File: src/rtl/data_mem_responder.sv
// Wait-stated word-addressed data memory that answers one load/store request at a time.
// Misaligned or out-of-range requests return err=1 and leave the array untouched.
module data_mem_responder #(
  parameter int DEPTH_WORDS = 64,
  parameter int WAIT_STATES = 2
) (
  input  logic        clk,
  input  logic        rst_n,
  input  logic        req,
  input  logic        we,
  input  logic [31:0] addr,
  input  logic [31:0] wdata,
  output logic        ready,
  output logic [31:0] rdata,
  output logic        err,
  output logic        busy
);

  localparam int         ADDR_BITS = $clog2(DEPTH_WORDS);
  localparam logic [3:0] CNT_INIT  = (WAIT_STATES > 0) ? 4'(WAIT_STATES - 1) : 4'd0;

  typedef enum logic [1:0] {
    S_IDLE = 2'd0,
    S_WAIT = 2'd1,
    S_RESP = 2'd2
  } state_e;

  state_e                 state_q, state_d;
  logic [3:0]             cnt_q, cnt_d;
  logic                   we_q, we_d;
  logic [31:0]            addr_q, addr_d;
  logic [31:0]            wdata_q, wdata_d;
  logic                   ready_q, ready_d;
  logic [31:0]            rdata_q, rdata_d;
  logic                   err_q, err_d;
  logic                   busy_q, busy_d;

  logic [31:0]            mem [DEPTH_WORDS];
  logic                   txn_we_s;
  logic [31:0]            txn_addr_s;
  logic [31:0]            txn_wdata_s;
  logic [ADDR_BITS-1:0]   idx_s;
  logic                   acc_err_s;
  logic                   resp_s;
  logic                   mem_we_s;

  function automatic logic access_error(input logic [31:0] a);
    logic misaligned;
    logic out_of_range;
    misaligned   = (a[1:0] != 2'b00);
    out_of_range = ({2'b00, a[31:2]} >= 32'(DEPTH_WORDS));
    return misaligned | out_of_range;
  endfunction

  // With no wait states the response is formed on the acceptance edge, so use the live inputs.
  always_comb begin
    txn_we_s    = we_q;
    txn_addr_s  = addr_q;
    txn_wdata_s = wdata_q;
    if (state_q == S_IDLE) begin
      txn_we_s    = we;
      txn_addr_s  = addr;
      txn_wdata_s = wdata;
    end else begin
      txn_we_s    = we_q;
      txn_addr_s  = addr_q;
      txn_wdata_s = wdata_q;
    end
  end

  assign idx_s     = txn_addr_s[ADDR_BITS+1:2];
  assign acc_err_s = access_error(txn_addr_s);

  // Next-state, capture and wait-counter logic.
  always_comb begin
    state_d = state_q;
    cnt_d   = cnt_q;
    we_d    = we_q;
    addr_d  = addr_q;
    wdata_d = wdata_q;
    case (state_q)
      S_IDLE: begin
        if (req) begin
          we_d    = we;
          addr_d  = addr;
          wdata_d = wdata;
          if (WAIT_STATES > 0) begin
            state_d = S_WAIT;
            cnt_d   = CNT_INIT;
          end else begin
            state_d = S_RESP;
            cnt_d   = 4'd0;
          end
        end else begin
          state_d = S_IDLE;
        end
      end
      S_WAIT: begin
        if (cnt_q == 4'd0) begin
          state_d = S_RESP;
        end else begin
          cnt_d = cnt_q - 4'd1;
        end
      end
      S_RESP: begin
        state_d = S_IDLE;
      end
      default: begin
        state_d = S_IDLE;
        cnt_d   = 4'd0;
      end
    endcase
  end

  // Response data, error flag and memory write strobe, all resolved on the edge entering RESP.
  always_comb begin
    resp_s   = (state_d == S_RESP);
    rdata_d  = rdata_q;
    err_d    = err_q;
    mem_we_s = 1'b0;
    if (resp_s) begin
      if (acc_err_s) begin
        rdata_d = 32'h0000_0000;
        err_d   = 1'b1;
      end else if (txn_we_s) begin
        mem_we_s = 1'b1;
        err_d    = 1'b0;
      end else begin
        rdata_d = mem[idx_s];
        err_d   = 1'b0;
      end
    end else begin
      rdata_d = rdata_q;
      err_d   = err_q;
    end
    ready_d = (state_d == S_RESP);
    busy_d  = (state_d != S_IDLE);
  end

  // Control and output registers.
  always_ff @(posedge clk or negedge rst_n) begin
    if (!rst_n) begin
      state_q <= S_IDLE;
      cnt_q   <= 4'd0;
      we_q    <= 1'b0;
      addr_q  <= 32'd0;
      wdata_q <= 32'd0;
      ready_q <= 1'b0;
      rdata_q <= 32'd0;
      err_q   <= 1'b0;
      busy_q  <= 1'b0;
    end else begin
      state_q <= state_d;
      cnt_q   <= cnt_d;
      we_q    <= we_d;
      addr_q  <= addr_d;
      wdata_q <= wdata_d;
      ready_q <= ready_d;
      rdata_q <= rdata_d;
      err_q   <= err_d;
      busy_q  <= busy_d;
    end
  end

  // Storage array; deliberately not reset.
  always_ff @(posedge clk) begin
    if (mem_we_s) begin
      mem[idx_s] <= txn_wdata_s;
    end
  end

  assign ready = ready_q;
  assign rdata = rdata_q;
  assign err   = err_q;
  assign busy  = busy_q;

endmodule

File: config.mk
export PLATFORM = sky130hd
export DESIGN_NAME = data_mem_responder
export DESIGN_NICKNAME = d
export VERILOG_FILES = /design/src/rtl/data_mem_responder.sv
export SDC_FILE = /design/constraint.sdc
export NUM_CORES = 2
export LEC_CHECK = 0
export BUFFER_PORTS_ARGS = -buffer_cell sky130_fd_sc_hd__buf_2
export CELL_PAD_IN_SITES_DETAIL_PLACEMENT = 1
export CELL_PAD_IN_SITES_GLOBAL_PLACEMENT = 2
export CORE_MARGIN = 3
export CORE_UTILIZATION = 29
export CTS_CLUSTER_SIZE = 10
export DETAILED_ROUTE_END_ITERATION = 12
export MAX_ROUTING_LAYER = met4
export PLACE_DENSITY = 0.65
export SLEW_MARGIN = 0
export SYNTH_ARGS = -nofsm -noshare
export SYNTH_HDL_FRONTEND = slang
export SYNTH_SLANG_ARGS = --single-unit
File: constraint.sdc
create_clock -name clk -period 6.8 [get_ports clk]
set_input_delay 0.34 -clock clk [delete_from_list [all_inputs] [get_ports clk]]
set_output_delay 0.34 -clock clk [all_outputs]
set_load 0.02 [all_outputs]
==> results.toml <==
[status]
status = "finished clean"

[sta]
tightest_slew_ns = 1.44
fmax_mhz = 182
finalCriticalPeriod_ns = 5.49
hold_ws_ns = 0.134
slew_violations = 0
slew_headroom = 0.0369
final_hold_viol_count = 0
finalCritPeriodShare = 0.807
clock_skew_ns = 0.0444
rsz0062_at_grt = "no"
setup_tns_ns = 0
setup_viol = 0

[worst_setup_path]
r2r_start = "state_q[1]"
critPathKind = "register to register"
cp_num_buf_inv = 2
rr_worst_depth = 9
reg2reg_to = "rdata[7]"
critPathTopFamily = "simple AND/OR/NAND/NOR gates"
startpoint_type = "register"
crit_top_cell = "buf_4"
path_cells = "or2_2, buf_4, mux2_8, nor3_1, buf_4, a32oi_1, nand3_1, or4_1, o31ai_1"
cp.required_ns = 7.56
r2r_setup_slack_ns = 1.31
slowest_stage = "dfrtp_1"
cp_max_fo = 60
cpPeakStageDelay_ns = 0.95
worst_ep_arrival_time_ns = 6.25
crit_path_end_kind = "register"

[clock_tree]
clock_latency_ns = 0.88
cts_setup_buffers = 0
clk_path_buf_depth = 3
cts_max_level = 4
cts_tree = "built"
cts.sinks = 2154
cts-buffers-inserted = 238
cts_root_buf = "clkbuf_16"
clkSlewWorstSetupHoldPaths_ns = 0.06

[flow_run]
cap_violations = 0

[synthesis]
yosysMostFrequentCell = "edfxtp_1"
synthesis.nets = 5371
syn_area_sq_mm = 0.0823
syn_area_per_cell_sq_um = 15.5
yosysWarnings = 0
synth_common_cells = "2,048 x edfxtp_1, 875 x nand2_1, 320 x o22ai_1, 201 x buf_2, 190 x a21oi_1"
synth_edf_count = 2048
async_reset_ff_frac = 0.0492
ys_seq_area_frac = 0.780
yosys.area.top_type = "edfxtp_1"
yosysTopAreaCellShare = 0.748
ys_seq_elements = 2154
synth_area_leaders = "edfxtp_1 75%, nand2_1 4.0%, dfrtp_1 3.2%"
synthCells = 5302
ys.flop_type = "edfxtp_1"
ys_types = 85

[placement]
gp_congestion = 0.842
portBuffers = 102
hpwl_um = 185000

[route]
drt-pass1-iter-count = 6
initialDrtViolationCount = 6625
drcViolationCount = 0
wirelength_um = 317000
via_count = 52847
antenna_left = 0
wl_per_cell_um = 33.4
detail_route.vias_per_cell = 5.58

[final_layout]
nets = 5635
area.sequential_sq_mm = 0.0642
drive_gt1_frac = 0.135
final_core_util = 0.341
area_delta_synth_final_pct = 16.6
multi_input_area_sq_mm = 0.0172
nFillCells = 28741

[floorplan]
fp.dieW_um = 539
start_util = 0.293
core_area_sq_mm = 0.281
io_pins = 103
row_count = 194
dieArea_sq_mm = 0.290
die_y_um = 539

[pwr]
p_clk_frac = 0.250
powerDensity_mw_per_mm2 = 491
power_frac_comb = 0.369
seq_power_share = 0.381
vdd_drop_max_v = 0.000548
swShare = 0.404
p_int_w = 0.0280
leakagePower_nw = 30.5
switching_power_w = 0.0190

[global_route]
grt_max_degree = 162
grt_pass1_vias = 52908
grt_use_total = 0.218
grt_overflow = 0
antenna_found_initial = 28
grt_pass1_wl_um = 437000

[min_path]
holdCritPathClass = "primary input to async pin"
[state kept, by name, indices dropped and copies added, names as in the netlist]
signal,count
busy,1
state_q,2
cnt_q,4
addr_q,32
we_q,1
wdata_q,32
rdata,32
ready,1
mem,2048
err,1
[cell usage in the layout, fill, tap and decap left out, types with 64 or more instances in the layout]
| master | synthesis | layout |
|---|---|---|
| buf_4 | 22 | 178 |
| a32oi_1 | 113 | 113 |
| dfrtp_1 | 106 | 106 |
| mux2_2 | 65 | 64 |
| clkbuf_16 | 0 | 240 |
| a21oi_1 | 190 | 190 |
| nand2_1 | 875 | 841 |
| buf_2 | 201 | 101 |
| clkbuf_1 | 78 | 155 |
| nand3_1 | 150 | 150 |
| o221ai_1 | 83 | 83 |
| a31oi_1 | 72 | 72 |
| edfxtp_1 | 2048 | 2048 |
| nor2_1 | 164 | 93 |
| nor2_4 | 1 | 68 |
| nor3_1 | 79 | 79 |
| mux2i_1 | 97 | 97 |
| o22ai_1 | 320 | 320 |
| dlygate4sd3_1 | 0 | 67 |
[layout make-up]
class | count | area share
inverters | 8 | 0.000313
repair buffers | 371 | 0.0313
clock buffers | 400 | 0.0694
multi-input cells | 2793 | 0.179
diodes | 9 | 0.000235
well taps | 3724 | 0.0486
flip-flops and latches | 2154 | 0.669
clock inverters | 16 | 0.00209
[worst register-to-register path, cell delays in order, from the launching register on]
cell	delay, ns
dfrtp_1	0.95
or2_2	0.48
buf_4	0.54
mux2_8	0.76
nor3_1	0.32
buf_4	0.27
a32oi_1	0.67
nand3_1	0.36
or4_1	0.76
o31ai_1	0.27
[metal layers]
metal	vias up	global-route usage	routed length (um)
met4	0	0.0863	13600
met3	535	0.0291	21600
met2	2336	0.350	152000
met5	-	-	0
met1	28451	0.280	129000
li1	21525	-	-
[stage by stage]
step,setup slack (ns),cells,area (sq um),power [W]
floorplan,2.85,5302,82300,0.0269
global placement,1.38,8982,88300,0.0351
detailed placement,1.31,8983,88300,0.0354
CTS,1.26,9466,95900,0.0471
global route,1.22,9473,95900,0.0484
finish,1.31,9475,95900,0.0471
[power by group through the flow]
stage	Clock, W	Combinational [W]	Sequential [W]
floorplan	0	0.00870	0.0182
global placement	0	0.0169	0.0182
detailed placement	0	0.0172	0.0182
CTS	0.0119	0.0173	0.0179
global route	0.0124	0.0180	0.0180
finish	0.0118	0.0174	0.0179
[worst max-delay path by stage]
stage	start	to	depth (start not counted)
after floorplan	state_q[0]	mem[10][0]	9
after global placement	state_q[1]	rdata[7]	9
after detailed placement	state_q[1]	rdata[7]	9
after CTS	state_q[1]	rdata[7]	9
after global routing	state_q[1]	rdata[7]	9
final	state_q[1]	rdata[7]	9
[what timing repair did]
| item | 4_1_cts | 5_1_grt |
|---|---|---|
| hold buffers | 67 | 0 |
| hold endpoints to repair | 141 | 0 |
| gates resized for setup | 0 | 0 |
[cells by family after synthesis]
group,after synthesis,synth area share
AO/OA/AOI/OAI,1172,0.101
adder cells (fa/ha/maj),1,0.000152
buffers and inverters,355,0.0208
flip-flops,2154,0.780
multiplexers,164,0.0212
AND/OR/NAND/NOR,1456,0.0767
No activity file was read; power rests on OpenSTA's default activity.
